File: src/rtl/fp_div_seq.sv
// fp_div_seq: iterative IEEE-754 binary32 divider, fp_Z = fp_X / fp_Y.
// A restoring divider retires one quotient bit per cycle over 26 cycles, and a
// ROUND cycle then normalizes, rounds and packs the result.
// Optional feature macro: FP_DIV_FAST_SPECIAL_EN. When it is defined, special
// operands skip DIV/ROUND and the result is ready one cycle after accept.
// When it is undefined, every operand has the same 28-cycle latency.
module fp_div_seq (
  input  logic        clk,
  input  logic        rst,
  input  logic        in_valid,
  output logic        in_ready,
  input  logic [31:0] fp_X,
  input  logic [31:0] fp_Y,
  input  logic [2:0]  r_mode,
  output logic        out_valid,
  input  logic        out_ready,
  output logic [31:0] fp_Z,
  output logic        ovrf,
  output logic        udrf,
  output logic        zer,
  output logic        inf,
  output logic        nan,
  output logic        dz
);

  typedef enum logic [1:0] {IDLE, DIV, ROUND, DONE} state_t;

  state_t r_state, w_next;

  logic              r_sign;
  logic signed [9:0] r_exp;
  logic [24:0]       r_rem;
  logic [23:0]       r_div;
  logic [25:0]       r_quo;
  logic [4:0]        r_cnt;
  logic [2:0]        r_rnd;
  logic              r_special;
  logic [31:0]       r_spZ;
  logic [5:0]        r_spFlags;
  logic [31:0]       r_z;
  logic [5:0]        r_flags;   // {ovrf, udrf, zer, inf, nan, dz}

  logic w_accept;
  assign w_accept  = in_valid && (r_state == IDLE);
  assign in_ready  = (r_state == IDLE);
  assign out_valid = (r_state == DONE);

  // Operand classification on the live inputs; subnormals count as zero.
  logic [7:0] w_xExp, w_yExp;
  logic       w_xZero, w_yZero, w_xInf, w_yInf, w_xNan, w_yNan;
  logic       w_isNan, w_isDz, w_isInf, w_isZero, w_special, w_sign;
  logic [31:0] w_spZ;
  logic [5:0]  w_spFlags;

  assign w_xExp  = fp_X[30:23];
  assign w_yExp  = fp_Y[30:23];
  assign w_xZero = (w_xExp == 8'd0);
  assign w_yZero = (w_yExp == 8'd0);
  assign w_xInf  = (w_xExp == 8'hFF) && (fp_X[22:0] == 23'd0);
  assign w_yInf  = (w_yExp == 8'hFF) && (fp_Y[22:0] == 23'd0);
  assign w_xNan  = (w_xExp == 8'hFF) && (fp_X[22:0] != 23'd0);
  assign w_yNan  = (w_yExp == 8'hFF) && (fp_Y[22:0] != 23'd0);
  assign w_sign  = fp_X[31] ^ fp_Y[31];

  assign w_isNan   = w_xNan || w_yNan || (w_xZero && w_yZero) || (w_xInf && w_yInf);
  assign w_isDz    = !w_isNan && !w_xZero && !w_xInf && w_yZero;
  assign w_isInf   = !w_isNan && (w_isDz || w_xInf);
  assign w_isZero  = !w_isNan && !w_isInf && (w_xZero || w_yInf);
  assign w_special = w_isNan || w_isInf || w_isZero;

  assign w_spZ = w_isNan ? 32'h7FC0_0000 :
                 w_isInf ? {w_sign, 8'hFF, 23'd0} : {w_sign, 31'd0};
  assign w_spFlags = {1'b0, 1'b0, w_isZero, w_isInf, w_isNan, w_isDz};

  // One restoring-division step: subtract the divisor when it fits, then shift.
  logic        w_ge;
  logic [24:0] w_diff, w_remSel;
  assign w_ge     = (r_rem >= {1'b0, r_div});
  assign w_diff   = r_rem - {1'b0, r_div};
  assign w_remSel = w_ge ? w_diff : r_rem;

  // Normalize, round and pack the finished quotient.
  logic [23:0]       w_mant;
  logic              w_g, w_s, w_inc;
  logic signed [9:0] w_eNorm, w_eFinal;
  logic [24:0]       w_mantR;
  logic [22:0]       w_frac;
  logic [31:0]       w_packZ;
  logic [5:0]        w_packFlags;

  always_comb begin
    w_mant      = r_quo[24:1];
    w_g         = r_quo[0];
    w_s         = (r_rem != 25'd0);
    w_eNorm     = r_exp - 10'sd1;
    w_inc       = 1'b0;
    w_packZ     = 32'd0;
    w_packFlags = 6'd0;
    if (r_quo[25]) begin
      w_mant  = r_quo[25:2];
      w_g     = r_quo[1];
      w_s     = (r_rem != 25'd0) || r_quo[0];
      w_eNorm = r_exp;
    end
    case (r_rnd)
      3'b001:  w_inc = 1'b0;
      3'b010:  w_inc = r_sign & (w_g | w_s);
      3'b011:  w_inc = !r_sign & (w_g | w_s);
      3'b100:  w_inc = w_g;
      default: w_inc = w_g & (w_s | w_mant[0]);
    endcase
    w_mantR = {1'b0, w_mant} + {24'd0, w_inc};
    // The hidden bit drops out of bit 23 only when rounding carried into
    // bit 24, and then the fraction is exactly zero.
    w_frac   = w_mantR[23] ? w_mantR[22:0] : 23'd0;
    w_eFinal = w_eNorm + {9'd0, w_mantR[24]};
    if (w_eFinal >= 10'sd255) begin
      w_packZ     = {r_sign, 8'hFF, 23'd0};
      w_packFlags = 6'b100100;
    end else if (w_eFinal <= 10'sd0) begin
      w_packZ     = {r_sign, 31'd0};
      w_packFlags = 6'b011000;
    end else begin
      w_packZ     = {r_sign, w_eFinal[7:0], w_frac};
      w_packFlags = 6'd0;
    end
  end

  // State register; reset wins over any accept on the same edge.
  always_ff @(posedge clk) begin
    if (rst) r_state <= IDLE;
    else     r_state <= w_next;
  end

  // Next-state logic.
  always_comb begin
    w_next = r_state;
    case (r_state)
      IDLE: begin
        if (w_accept) begin
`ifdef FP_DIV_FAST_SPECIAL_EN
          w_next = w_special ? DONE : DIV;
`else
          w_next = DIV;
`endif
        end
      end
      DIV:     if (r_cnt == 5'd25) w_next = ROUND;
      ROUND:   w_next = DONE;
      DONE:    if (out_ready) w_next = IDLE;
      default: w_next = IDLE;
    endcase
  end

  // Operand capture, division iterations and result registers.
  always_ff @(posedge clk) begin
    if (rst) begin
      r_sign    <= 1'b0;
      r_exp     <= 10'sd0;
      r_rem     <= 25'd0;
      r_div     <= 24'd0;
      r_quo     <= 26'd0;
      r_cnt     <= 5'd0;
      r_rnd     <= 3'd0;
      r_special <= 1'b0;
      r_spZ     <= 32'd0;
      r_spFlags <= 6'd0;
      r_z       <= 32'd0;
      r_flags   <= 6'd0;
    end else begin
      case (r_state)
        IDLE: begin
          if (w_accept) begin
            r_sign    <= w_sign;
            r_exp     <= {2'b00, w_xExp} - {2'b00, w_yExp} + 10'sd127;
            r_rem     <= {2'b01, fp_X[22:0]};
            r_div     <= {1'b1, fp_Y[22:0]};
            r_quo     <= 26'd0;
            r_cnt     <= 5'd0;
            r_rnd     <= r_mode;
            r_special <= w_special;
            r_spZ     <= w_spZ;
            r_spFlags <= w_spFlags;
`ifdef FP_DIV_FAST_SPECIAL_EN
            if (w_special) begin
              r_z     <= w_spZ;
              r_flags <= w_spFlags;
            end
`endif
          end
        end
        DIV: begin
          r_quo <= {r_quo[24:0], w_ge};
          r_rem <= w_remSel << 1;
          r_cnt <= r_cnt + 5'd1;
        end
        ROUND: begin
          r_z     <= r_special ? r_spZ : w_packZ;
          r_flags <= r_special ? r_spFlags : w_packFlags;
        end
        default: ;
      endcase
    end
  end

  assign fp_Z = r_z;
  assign ovrf = r_flags[5];
  assign udrf = r_flags[4];
  assign zer  = r_flags[3];
  assign inf  = r_flags[2];
  assign nan  = r_flags[1];
  assign dz   = r_flags[0];

endmodule

File: config.mk
export PLATFORM = sky130hd
export DESIGN_NAME = fp_div_seq
export DESIGN_NICKNAME = d
export VERILOG_FILES = /design/src/rtl/fp_div_seq.sv
export SDC_FILE = /design/constraint.sdc
export NUM_CORES = 1
export LEC_CHECK = 0
export BUFFER_PORTS_ARGS = -buffer_cell sky130_fd_sc_hd__buf_2
export CORE_MARGIN = 4
export CORE_UTILIZATION = 40
export DETAILED_ROUTE_END_ITERATION = 16
export MAX_ROUTING_LAYER = met4
export RECOVER_POWER = 50
export SYNTH_ARGS = -nofsm -noshare
export SYNTH_HDL_FRONTEND = slang
export SYNTH_SLANG_ARGS = --single-unit
File: constraint.sdc
create_clock -name clk -period 17.6 [get_ports clk]
set_input_delay 3.52 -clock clk [delete_from_list [all_inputs] [get_ports clk]]
set_output_delay 3.52 -clock clk [all_outputs]
set_load 0.005 [all_outputs]
[Word-level counts from Yosys, hierarchy flattened]
Cells that the tools add are included.
Word-level totals
  register bits after elaboration: 171
Cells by class
  add/sub/neg operators: 7
  magnitude comparators: 3
  equal/unequal tests: 13
  multiplexer cells: 25
  bitwise operators: 6
  reductions and logical operators: 38
Operators by type and width (number)
  $mux 31: 3
  $mux 32: 2
  $pmux 26 s2: 1
  $pmux 25 s2: 1
  $mux 24: 2
  $logic_not 23->1: 2
  $reduce_bool 23->1: 2
  $mux 26: 1
  $add 24x1->25: 1
  $ge 25x24->1: 1
  $mux 25: 1
  $reduce_bool 25->1: 1
  $sub 24x24->24: 1
  $mux 23: 1
  $eq 8x8->1 const B: 2
  $logic_not 8->1: 2
  $logic_and 1x1->1: 13
  $mux 6: 2
  $add 10x1->10: 1
  $add 9x8->10 const B: 1
  $ge 10x9->1 const B: 1
  $le 10x1->1 const B: 1
  $mux 10: 1
  $mux 5: 2
  25 further kinds: 46

[Depth between registers and ports, before layout]
  depth in word-level cells: 15
  mapped depth: 26
  gate-level depth less buffers: 22

[Worst setup path after synthesis]
OpenSTA, ideal clock, no wires.
  kind: reg-to-reg
  start point: reg r_quo[25]
  end point: reg r_z[21], in the netlist fp_Z[21]
  setup time: 0.117 ns
  arrival: 6.189 ns
  setup slack: 11.294 ns
  stages on the path, launching flop included: 25
  path buffers: 5
  period minus slack after synthesis: 6.306 ns
  path through: dfxtp_1 clkbuf_1 clkbuf_1 buf_1 buf_1 mux2_2 nand2_1 a21oi_1 ha_1 ha_1 and4_1 o211a_1 and4b_1 nor2b_1 and3_1 ha_1 inv_1 o41ai_1 nand3_1 o31a_1 or4_1 o21ai_1 nor4_4 buf_6 a22o_1
On the way
  word-level cells in the longest chain between the ends: 10
  elaborated cells on any way between the ends: 18
  classes of those cells: add/sub (2); order compare (2); mux (9); bitwise (5)
Ends and longest elaborated chain
  from (decl): RTL line 34  | logic [25:0] r_quo;
  from (signal assigned): RTL line 193  | r_quo <= {r_quo[24:0], w_ge};
  $mux 1 or $mux 24 (tied branches): RTL line 99  | if (r_quo[25]) begin
  $or 1x1->1 (on tied branches): RTL line 110, 107, 108
  $and 1x1->1 (on tied branches): RTL line 110, 107, 108
  $pmux 1 s4: RTL line 105  | case (r_rnd)
  $add 24x1->25: RTL line 112  | w_mantR = {1'b0, w_mant} + {24'd0, w_inc};
  $add 10x1->10: RTL line 116  | w_eFinal = w_eNorm + {9'd0, w_mantR[24]};
  $le 10x1->1: RTL line 120  | end else if (w_eFinal <= 10'sd0) begin
  $mux 31: RTL line 120
  $mux 31 *: RTL line 117  | if (w_eFinal >= 10'sd255) begin
  $mux 32 *: RTL line 198  | r_z <= r_special ? r_spZ : w_packZ;
  to (signal assigned): RTL line 198
  to (decl): RTL line 40  | logic [31:0] r_z;
Mark *: on every way between the ends. The rest lies on a longest branch, timed or not.
A chain may end at the register's enable or synchronous reset.

==> reports/metrics.cfg <==
[yosys]
synthFlopType = dfxtp_1
synth_top_area_cell = dfxtp_1
yosysTopAreaCellShare = 0.316
synthesis.area_sq_um = 8930
ys_seq_area_frac = 0.316
synth_most_common_cell = dfxtp_1
synth_common_cells = dfxtp_1, nand2_1, nor2_1
syn_nets = 1242
ys_top_cells_by_area = dfxtp_1, ha_1, a21oi_1, nand2_1, nor2_1
synth_edf_count = 0
yosysWarnings = 0
synth_cells = 1125
synth_area_per_cell_sq_um = 7.94
async_reset_ff_frac = 0
ys_types = 77
synth_seq_cells = 141

[floorplanning]
initial_core_util = 0.408
die_area_sq_um = 24800
fp-row-count = 54
fp.dieW_um = 157
coreArea_sq_um = 21900
die_y_um = 157
ioPinCount = 111

[global_route]
antenna_found_initial = 0
top_usage_layer = met2
grt_usage = 0.209
use_met2 = 0.315
grt_pass1_vias = 7717
met1_usage = 0.296
gr-usage-met3 = 0.0294
grt_pass1_wl_um = 40900
grt_max_degree = 90
grt_overflow_total = 0

[routing]
postRouteAntennaNets = 0
vias = 8578
dr.first_iter.drc_count = 845
firstDrtPassIters = 7
drc = 0
via_per_inst = 5.75
wire_per_inst_um = 17.1
wirelength_um = 25500

[worst_hold_path]
hold_path_end = r_div[13]
whs_path_depth = 2
min_path_type = reg2reg
min_from = r_div[13]

[clock_tree]
clkLatencyLatePin_ps = 420
root_buffer = clkbuf_16
cts_tree = built
clk_transition_reported_paths_ps = 60
cts_buffers = 17
htreeDepth = 4
cts_resized = 0
cts_hold_buf = 0
cts.sinks = 141
clk_path_buf_depth = 2
cts_setup_buffers = 0

[worst_setup_path]
cp-end-kind = register
crit_buf_inv = 2
cpMostUsedCell = clkbuf_1
reg2regPathDepth = 24
crit_required_ps = 17890
r2r-end = fp_Z[1]
criticalPathCategory = in2reg
cpPeakStageDelay_ps = 2970
critical_path.top_delay_family = buffers and inverters
cp.arrival_ps = 7870
cp_slowest_cell = clkbuf_1
crit_fanout = 89
path_cells = clkbuf_1, clkbuf_1, nor2_1, a41oi_1, o21ai_0
regToRegSetupSlack_ps = 10630
startpoint_type = input port
timing.rr.start = r_quo[25]

[placed_design]
io_buffers = 110
dpl_cell_area_sq_um = 9660
gp_congestion = 0.895
dp_hpwl_um = 18700

[timing]
finalCritPeriodShare = 0.431
worst_pin_slew_ps = 4140
period_needed_ps = 7580
slew_viol_final = 129
rsz0062_at_grt = false
setup_violations = 0
finClkSkew_ps = 11.8
finalSetupTns_ps = 0
relSlewSlack = -1.76
hold_viol_final = 0
fmaxAchievable_ghz = 0.132

[pwr]
combPwrFrac = 0.565
internal_power_w = 0.00101
switchingPower_w = 0.000835
worst_ir_drop_vdd_mv = 0.139
clkPwrFrac = 0.192
p_leak_nw = 3.98
power.density_nw_per_um2 = 181
pwr-share-seq = 0.243
sw_frac_of_total = 0.452

[finish]
multi_input_area_sq_um = 5650
finalNetCount = 1317
antenna_cells = 0
final_cell_area_sq_um = 10200
fillers = 2282
drive_above_1_share = 0.129
area_delta_synth_final_pct = 14.2
seq_area_sq_um = 2820

[status]
violations = capacitance limit, slew limit
status = finished with violations

[job]
max-cap-violations = 2

-- area by class of cell --
type,count,share of cell area
Clock buffer,21,0.0452
Clock inverter,11,0.0115
Inverter,52,0.0191
Multi-Input combinational cell,867,0.554
Sequential cell,141,0.277
Tap cell,280,0.0344
Timing Repair Buffer,121,0.0588
-- cells by family (layout without fill, tap and decap cells) --
| family | Yosys count | after routing | share of synthesized area |
|---|---|---|---|
| AOI/OAI and AO/OA | 360 | 360 | 0.275 |
| and+or+nand+nor | 386 | 386 | 0.212 |
| muxes | 22 | 22 | 0.0262 |
| adders and majority gates | 47 | 47 | 0.0673 |
| buffers and inverters | 117 | 205 | 0.0517 |
| xor gates and xnor gates | 52 | 52 | 0.0510 |
| DFF | 141 | 141 | 0.316 |
-- placed cells by master, fill, tap and decap left out, drive strengths merged, types with 13 or more instances in the layout --
cell	count
a211oi	23
clkbuf	43
nor4	26
ha	44
nor3	24
inv	51
nand3	20
xnor2	28
xor2	24
buf	99
o21ai	56
dfxtp	141
a22oi	39
nand2	113
nand4	13
nor2b	15
and2	14
a21oi	98
a22o	23
nor2	102
or3	13
a21o	13
-- worst max-delay path by stage --
stage,startpoint,end,depth (start not counted)
2_1_floorplan,r_quo[25],fp_Z[21],24
3_3_place_gp,r_quo[25],fp_Z[1],24
3_5_place_dp,r_quo[25],fp_Z[0],24
4_1_cts,r_quo[25],fp_Z[0],24
5_1_grt,rst,r_rem[17],5
6_report,rst,r_rem[20],5
-- through the flow --
step	std cells	hold slack [ps]	worst slack, ps	total power (W)	utilization
6_report	1493	455	10020	0.00185	0.466
5_1_grt	1493	471	9520	0.00199	0.466
4_1_cts	1493	457	10690	0.00185	0.467
3_5_place_dp	1461	448	10720	0.00148	0.441
3_3_place_gp	1461	443	10910	0.00148	0.441
2_1_floorplan	1125	432	11290	0.00123	-
-- tightest hold or removal path, cell delays in order, from the launching register on --
cell,delay [ps]
dfxtp_1,310
nand2_1,50
a21oi_1,50
-- power by group through the flow --
stage | Sequential (W) | Clock, W | Combinational [W]
after floorplan | 0.000428 | 0 | 0.000806
after global placement | 0.000453 | 0 | 0.00103
after detailed placement | 0.000453 | 0 | 0.00103
after CTS | 0.000446 | 0.000362 | 0.00104
after global routing | 0.000457 | 0.000379 | 0.00116
final | 0.000449 | 0.000354 | 0.00105
-- per-layer routing --
metal / vias to the layer above / share of wire
met4: 0 / 0.014
met5: - / 0
li1: 4310 / -
met2: 223 / 0.45
met1: 4018 / 0.49
met3: 27 / 0.047
-- registers in the layout (all words and copies together) (netlist names) --
name,flops
r_rem,25
r_special,1
r_state,2
fp_Z,32
r_div,24
r_exp,10
r_rnd,3
r_cnt,5
r_sign,1
r_quo,26
r_spZ,2
r_spFlags,4
r_flags,6
Power figures use the tool's default switching activity.
